<file path="src/rtl/stream_pkg.sv">
// Shared definitions for the stream buffering stages: default widths and
// helpers that size pointers and occupancy counters from a depth.
package stream_pkg;

  localparam int DEF_DATA_W = 8;
  localparam int DEF_DEPTH  = 8;

  // Per-cycle transfer combination seen by a FIFO; drives the pointer/count update.
  typedef enum logic [1:0] {
    OP_IDLE = 2'b00,
    OP_PUSH = 2'b01,
    OP_POP  = 2'b10,
    OP_BOTH = 2'b11
  } fifo_op_e;

  function automatic int ptr_w(input int depth);
    return $clog2(depth);
  endfunction

  function automatic int cnt_w(input int depth);
    return $clog2(depth + 1);
  endfunction

endpackage : stream_pkg

</file>
<file path="src/rtl/stream_fifo_mem.sv">
// Storage array for stream_fifo: one synchronous write port and one
// asynchronous read port, no reset on the contents.
module stream_fifo_mem
  import stream_pkg::*;
#(
  parameter int DATA_W = DEF_DATA_W,
  parameter int DEPTH  = DEF_DEPTH
) (
  input  logic                    clk,
  input  logic                    we,
  input  logic [ptr_w(DEPTH)-1:0] waddr,
  input  logic [DATA_W-1:0]       wdata,
  input  logic [ptr_w(DEPTH)-1:0] raddr,
  output logic [DATA_W-1:0]       rdata
);

  logic [DATA_W-1:0] mem_q [DEPTH];

  always_ff @(posedge clk) begin
    if (we) begin
      mem_q[waddr] <= wdata;
    end
  end

  assign rdata = mem_q[raddr];

endmodule : stream_fifo_mem

</file>
<file path="src/rtl/stream_fifo.sv">
// First-word-fall-through valid/ready FIFO; full/empty come from the
// registered occupancy count. Define STREAM_FIFO_AF_EN to add almost_full.
module stream_fifo
  import stream_pkg::*;
#(
  parameter int DATA_W   = DEF_DATA_W,
  parameter int DEPTH    = DEF_DEPTH,
  parameter int AF_LEVEL = 6
) (
  input  logic                    clk,
  input  logic                    rst,
  input  logic                    s_valid,
  output logic                    s_ready,
  input  logic [DATA_W-1:0]       s_data,
  output logic                    m_valid,
  input  logic                    m_ready,
  output logic [DATA_W-1:0]       m_data,
`ifdef STREAM_FIFO_AF_EN
  output logic [cnt_w(DEPTH)-1:0] count,
  output logic                    almost_full
`else
  output logic [cnt_w(DEPTH)-1:0] count
`endif
);

  localparam int PW = ptr_w(DEPTH);
  localparam int CW = cnt_w(DEPTH);

  if (DEPTH < 2 || (DEPTH & (DEPTH - 1)) != 0) begin : g_bad_depth
    $error("stream_fifo: DEPTH must be a power of two >= 2");
  end
  if (AF_LEVEL < 1 || AF_LEVEL > DEPTH) begin : g_bad_af
    $error("stream_fifo: AF_LEVEL must lie in 1..DEPTH");
  end
  if (DATA_W < 1) begin : g_bad_width
    $error("stream_fifo: DATA_W must be >= 1");
  end

  logic [PW-1:0] wr_ptr_q, wr_ptr_d;
  logic [PW-1:0] rd_ptr_q, rd_ptr_d;
  logic [CW-1:0] count_q, count_d;
  logic          push, pop;
  fifo_op_e      op;
  logic [DATA_W-1:0] rd_data;

  // Flags are taken from registered count only, so s_ready never sees m_ready.
  assign s_ready = (count_q != CW'(DEPTH));
  assign m_valid = (count_q != '0);
  assign push    = s_valid & s_ready;
  assign pop     = m_valid & m_ready;
  assign op      = fifo_op_e'({pop, push});

  always_comb begin
    wr_ptr_d = wr_ptr_q;
    rd_ptr_d = rd_ptr_q;
    count_d  = count_q;
    unique case (op)
      OP_PUSH: begin
        wr_ptr_d = wr_ptr_q + PW'(1);
        count_d  = count_q + CW'(1);
      end
      OP_POP: begin
        rd_ptr_d = rd_ptr_q + PW'(1);
        count_d  = count_q - CW'(1);
      end
      OP_BOTH: begin
        wr_ptr_d = wr_ptr_q + PW'(1);
        rd_ptr_d = rd_ptr_q + PW'(1);
      end
      default: ;
    endcase
  end

  always_ff @(posedge clk or posedge rst) begin
    if (rst) begin
      wr_ptr_q <= '0;
      rd_ptr_q <= '0;
      count_q  <= '0;
    end else begin
      wr_ptr_q <= wr_ptr_d;
      rd_ptr_q <= rd_ptr_d;
      count_q  <= count_d;
    end
  end

  stream_fifo_mem #(
    .DATA_W (DATA_W),
    .DEPTH  (DEPTH)
  ) u_mem (
    .clk   (clk),
    .we    (push),
    .waddr (wr_ptr_q),
    .wdata (s_data),
    .raddr (rd_ptr_q),
    .rdata (rd_data)
  );

  // Storage is never reset, so the head is masked to zero while empty.
  assign m_data = m_valid ? rd_data : '0;
  assign count  = count_q;

`ifdef STREAM_FIFO_AF_EN
  logic almost_full_q, almost_full_d;

  always_comb begin
    almost_full_d = (count_d >= CW'(AF_LEVEL));
  end

  always_ff @(posedge clk or posedge rst) begin
    if (rst) begin
      almost_full_q <= 1'b0;
    end else begin
      almost_full_q <= almost_full_d;
    end
  end

  assign almost_full = almost_full_q;
`endif

endmodule : stream_fifo

</file>
<file path="config.mk">
export PLATFORM = sky130hd
export DESIGN_NAME = stream_fifo
export DESIGN_NICKNAME = d
export VERILOG_FILES = /design/src/rtl/stream_pkg.sv /design/src/rtl/stream_fifo_mem.sv /design/src/rtl/stream_fifo.sv
export SDC_FILE = /design/constraint.sdc
export NUM_CORES = 1
export LEC_CHECK = 0
export ABC_AREA = 1
export BUFFER_PORTS_ARGS = -buffer_cell sky130_fd_sc_hd__buf_2
export CORE_MARGIN = 2
export CORE_UTILIZATION = 53
export CTS_CLUSTER_DIAMETER = 40
export DETAILED_ROUTE_END_ITERATION = 16
export HOLD_SLACK_MARGIN = 0.06
export PLACE_DENSITY = 0.75
export SLEW_MARGIN = 20
export SYNTH_ARGS = -nofsm -noshare
export SYNTH_HDL_FRONTEND = slang
export SYNTH_SLANG_ARGS = --single-unit
export TNS_END_PERCENT = 5
</file>
<file path="constraint.sdc">
create_clock -name clk -period 1.76 [get_ports clk]
set_input_delay 0.528 -clock clk [delete_from_list [all_inputs] [get_ports clk]]
set_output_delay 0.528 -clock clk [all_outputs]
set_load 0.005 [all_outputs]
</file>
==> Implementation_results.wiki <==
{| class="wikitable"
! Metric !! Value
|-
| Top-count cell post-synth || nor2_1
|-
| Number of standard cells after synthesis || 267
|-
| Ant diodes || 0
|-
| Final cell area excluding filler cells || 3770 um^2
|-
| Required time worst endpoint || 1230 ps
|-
| Startpoint type of the worst setup path || flop
|-
| Die Span X || 80.9 um
|-
| Layout cell share with drive strength beyond 1 || 27.0%
|-
| Library cell with the largest summed area after synthesis || edfxtp_1
|-
| Worst slew margin || 72.0%
|-
| Post-CTS Repair Setup Buffers || 0
|-
| Global-route wire length before repair || 9890 um
|-
| Number of buffer and inverter stages on the critical path || 3
|-
| Largest cells by area after synthesis || edfxtp_1 61%, nor2_1 8.0%, dfrtp_1 8.0%, o21ai_1 5.3%, nand2_1 3.7%
|-
| Core ar. || 5820 um^2
|-
| WS Path Type || reg2out
|-
| Vert. Die Dim || 80.9 um
|-
| CTS Hold Bufs || 0
|-
| Port Buffer Count || 25
|-
| Run status || finished with violations
|-
| Worst slew pin tran || 419 ps
|-
| Synthesized Nets || 284
|-
| Worst Path Max Fanout || 22
|-
| RePlAce Congestion || 0.795
|-
| Insertion delay to the later sink of the worst-skew pair || 330 ps
|-
| Number of buffers created by CTS || 9
|-
| Max stage delay on crit path || 430 ps
|-
| WL final || 6300 um
|-
| Net count of the finished layout || 331
|-
| Cell with the largest stage delay on the worst path || dfrtp_1
|-
| Share of synthesized registers carrying an async set or reset || 13.5%
|-
| Average wire per standard cell || 16.0 um
|-
| Instance area at placement || 3510 um^2
|-
| Combined global-route utilization of all metal layers || 21.4%
|-
| Final period demand of the worst path || 2090 ps
|-
| Min-delay worst type || in2async
|-
| Post-synthesis register bit count || 74
|-
| Cell variety after synth || 25
|-
| Number of synthesized flops with an enable pin || 64
|-
| Count of boundary I/O pins || 26
|-
| VDD IR-drop max || 855 uV
|-
| Setup TNS || -2480 ps
|-
| Cell class contributing the biggest share of worst-path delay || flip-flops
|-
| CP arrival || 1560 ps
|-
| Final worst setup slack || -330 ps
|-
| DRC violation total after the first TritonRoute iteration || 187
|-
| Total congestion overflow || 0
|-
| Tcrit/Tclk final || 119%
|-
| Initial cell density of the core || 54.0%
|-
| Cell chosen for the clock root || clkbuf_8
|-
| Static Leak || 0.00146 uW
|-
| Setup repair after global routing missed its margin || yes
|-
| Final worst clock skew || 5.58 ps
|-
| Violations in the final reports || setup timing
|-
| CTS clk-pin slew, worst paths || 70 ps
|-
| Type of element capturing the critical path || output port
|-
| Initial antenna violation count || 0
|-
| Number of max-slew violations in the final report || 0
|-
| Start of the worst register-to-register path || count[0]$_DFFE_PP0P_
|-
| Area of the mapped netlist || 3140 um^2
|-
| Most instantiated cells after synthesis || 67 x nor2_1, 64 x edfxtp_1, 33 x o21ai_1, 31 x nand2_1, 10 x dfrtp_1
|-
| Detailed Place HPWL || 4080 um
|-
| Final Hold Viols || 0
|-
| Timing-limited maximum frequency || 479 MHz
|-
| Number of warning messages in the yosys log || 0
|-
| Synthesized area per cell || 11.8 um^2
|-
| Sequential-to-total area share from yosys stat || 69.2%
|-
| DRC violation count after routing || 0
|-
| Routed vias || 2121
|-
| Area enclosed by the die boundary || 6550 um^2
|-
| CTS Sinks || 74
|-
| Clock tree from TritonCTS || built
|-
| Power per cell area || 1750 nW/um^2
|-
| Area Growth Syn to Fin || 20.1%
|-
| FP Rows || 28
|-
| H-tree lvl count || 3
|-
| Maximum number of pins on one net before global-route repair || 34
|-
| Count of endpoints failing setup in the final report || 10
|-
| Max-cap violations || 0
|-
| Via density per instance || 5.38
|-
| Crit-path cells || inv_2, buf_12, nor2_1, o211ai_1, nand2_1, nor2_2, buf_2
|-
| Antenna-violating nets left || 0
|-
| Number of optimization iterations in the first detailed-route pass || 4
|-
| Buffers from clock root to sink, at most || 2
|-
| Via count of the first global-routing pass || 2026
|-
| Share of the synthesized area in the top cell type || 61.2%
|-
| Source of the critical timing path || rd_ptr_q[0]$_DFFE_PP0P_
|-
| Dominant synthesized flop cell || edfxtp_1
|}
==> layout by cell type (no fill, tap or decap), drive strengths merged, types with 4 or more instances in the layout <==
master	count
buf	46
clkbuf	10
dfrtp	10
edfxtp	64
ha	5
inv	12
nand2	34
nand3	4
nor2	68
o211ai	8
o21ai	36
o22ai	8
==> power by group <==
| group | internal, uW | total (uW) | switching [uW] |
|---|---|---|---|
| Clock | 803 | 1400 | 596 |
| Sequential | 2260 | 2440 | 178 |
| Combinational | 1160 | 2760 | 1600 |
==> worst paths after layout <==
check / to / slack, ps / cells past startpoint
worst max-delay path: m_data[2] / -330 / 7
worst min-delay path: wr_ptr_q[1]$_DFFE_PP0P_ / 180 / 2
worst max register to register: count[2]$_DFFE_PP0P_ / -20 / 11
worst min register to register: wr_ptr_q[0]$_DFFE_PP0P_ / 550 / 2
max in group asynchronous: count[2]$_DFFE_PP0P_ / 1270 / 2
min in group clk: u_mem.mem_q[6][4]$_DFFE_PP_ / 460 / 1
==> stage by stage <==
stage / utilization, % / setup slack [ps] / std cells / total power (uW) / hold WS (ps)
floorplan: - / 9.22 / 267 / 4170 / 368
global placement: 60.3 / 25.6 / 378 / 5050 / 535
detailed placement: 60.3 / -40.8 / 378 / 5140 / 532
CTS: 64.4 / -336 / 394 / 6580 / 172
global route: 64.8 / -465 / 394 / 7050 / 195
finish: 64.8 / -330 / 394 / 6610 / 175
==> layer usage <==
layer	GRT usage, %	vias up	routed length (um)
met2	32.9	62	3090
met1	28.4	1025	2760
met4	12.2	0	112
met3	4.67	10	339
li1	-	1024	-
met5	0	-	0
==> sequential cells by signal (all words and copies together), names as in the netlist <==
| register | cells |
|---|---|
| u_mem.mem_q | 64 |
| count | 4 |
| rd_ptr_q | 3 |
| wr_ptr_q | 3 |
==> final cells by class <==
type                    count  area [um^2]
flip-flops and latches     74         2180
fillers                   454         2050
multi-input cells         171          910
repair buffers             46          324
clock buffers              10          128
well taps                  75         93.8
clock inverters             6         90.1
inverters                  12         46.3
==> repair_timing <==
action,CTS,global route
resized for setup,6,7
endpoints found under the setup margin,10,13
pin swaps,0,2
==> logic make-up after synthesis <==
group	share of synthesized area, %
DFF	69.2
xor gates and xnor gates	1.67
adders and majority gates	1.99
buffers and inverters	4.03
AOI/OAI and AO/OA	9.57
and+or+nand+nor	13.5
==> worst reg2reg max path, cell delays in order (launching register included) <==
cell and delay, ps:
dfrtp_1 410, nor2_4 160, nand2_4 70, nand2_2 80
inv_2 50, ha_4 170, nor2_2 130, nor2_4 60
ha_2 170, a21oi_2 130, xor2_1 180, o21ai_1 70
No activity file was read; power rests on OpenSTA's default activity.
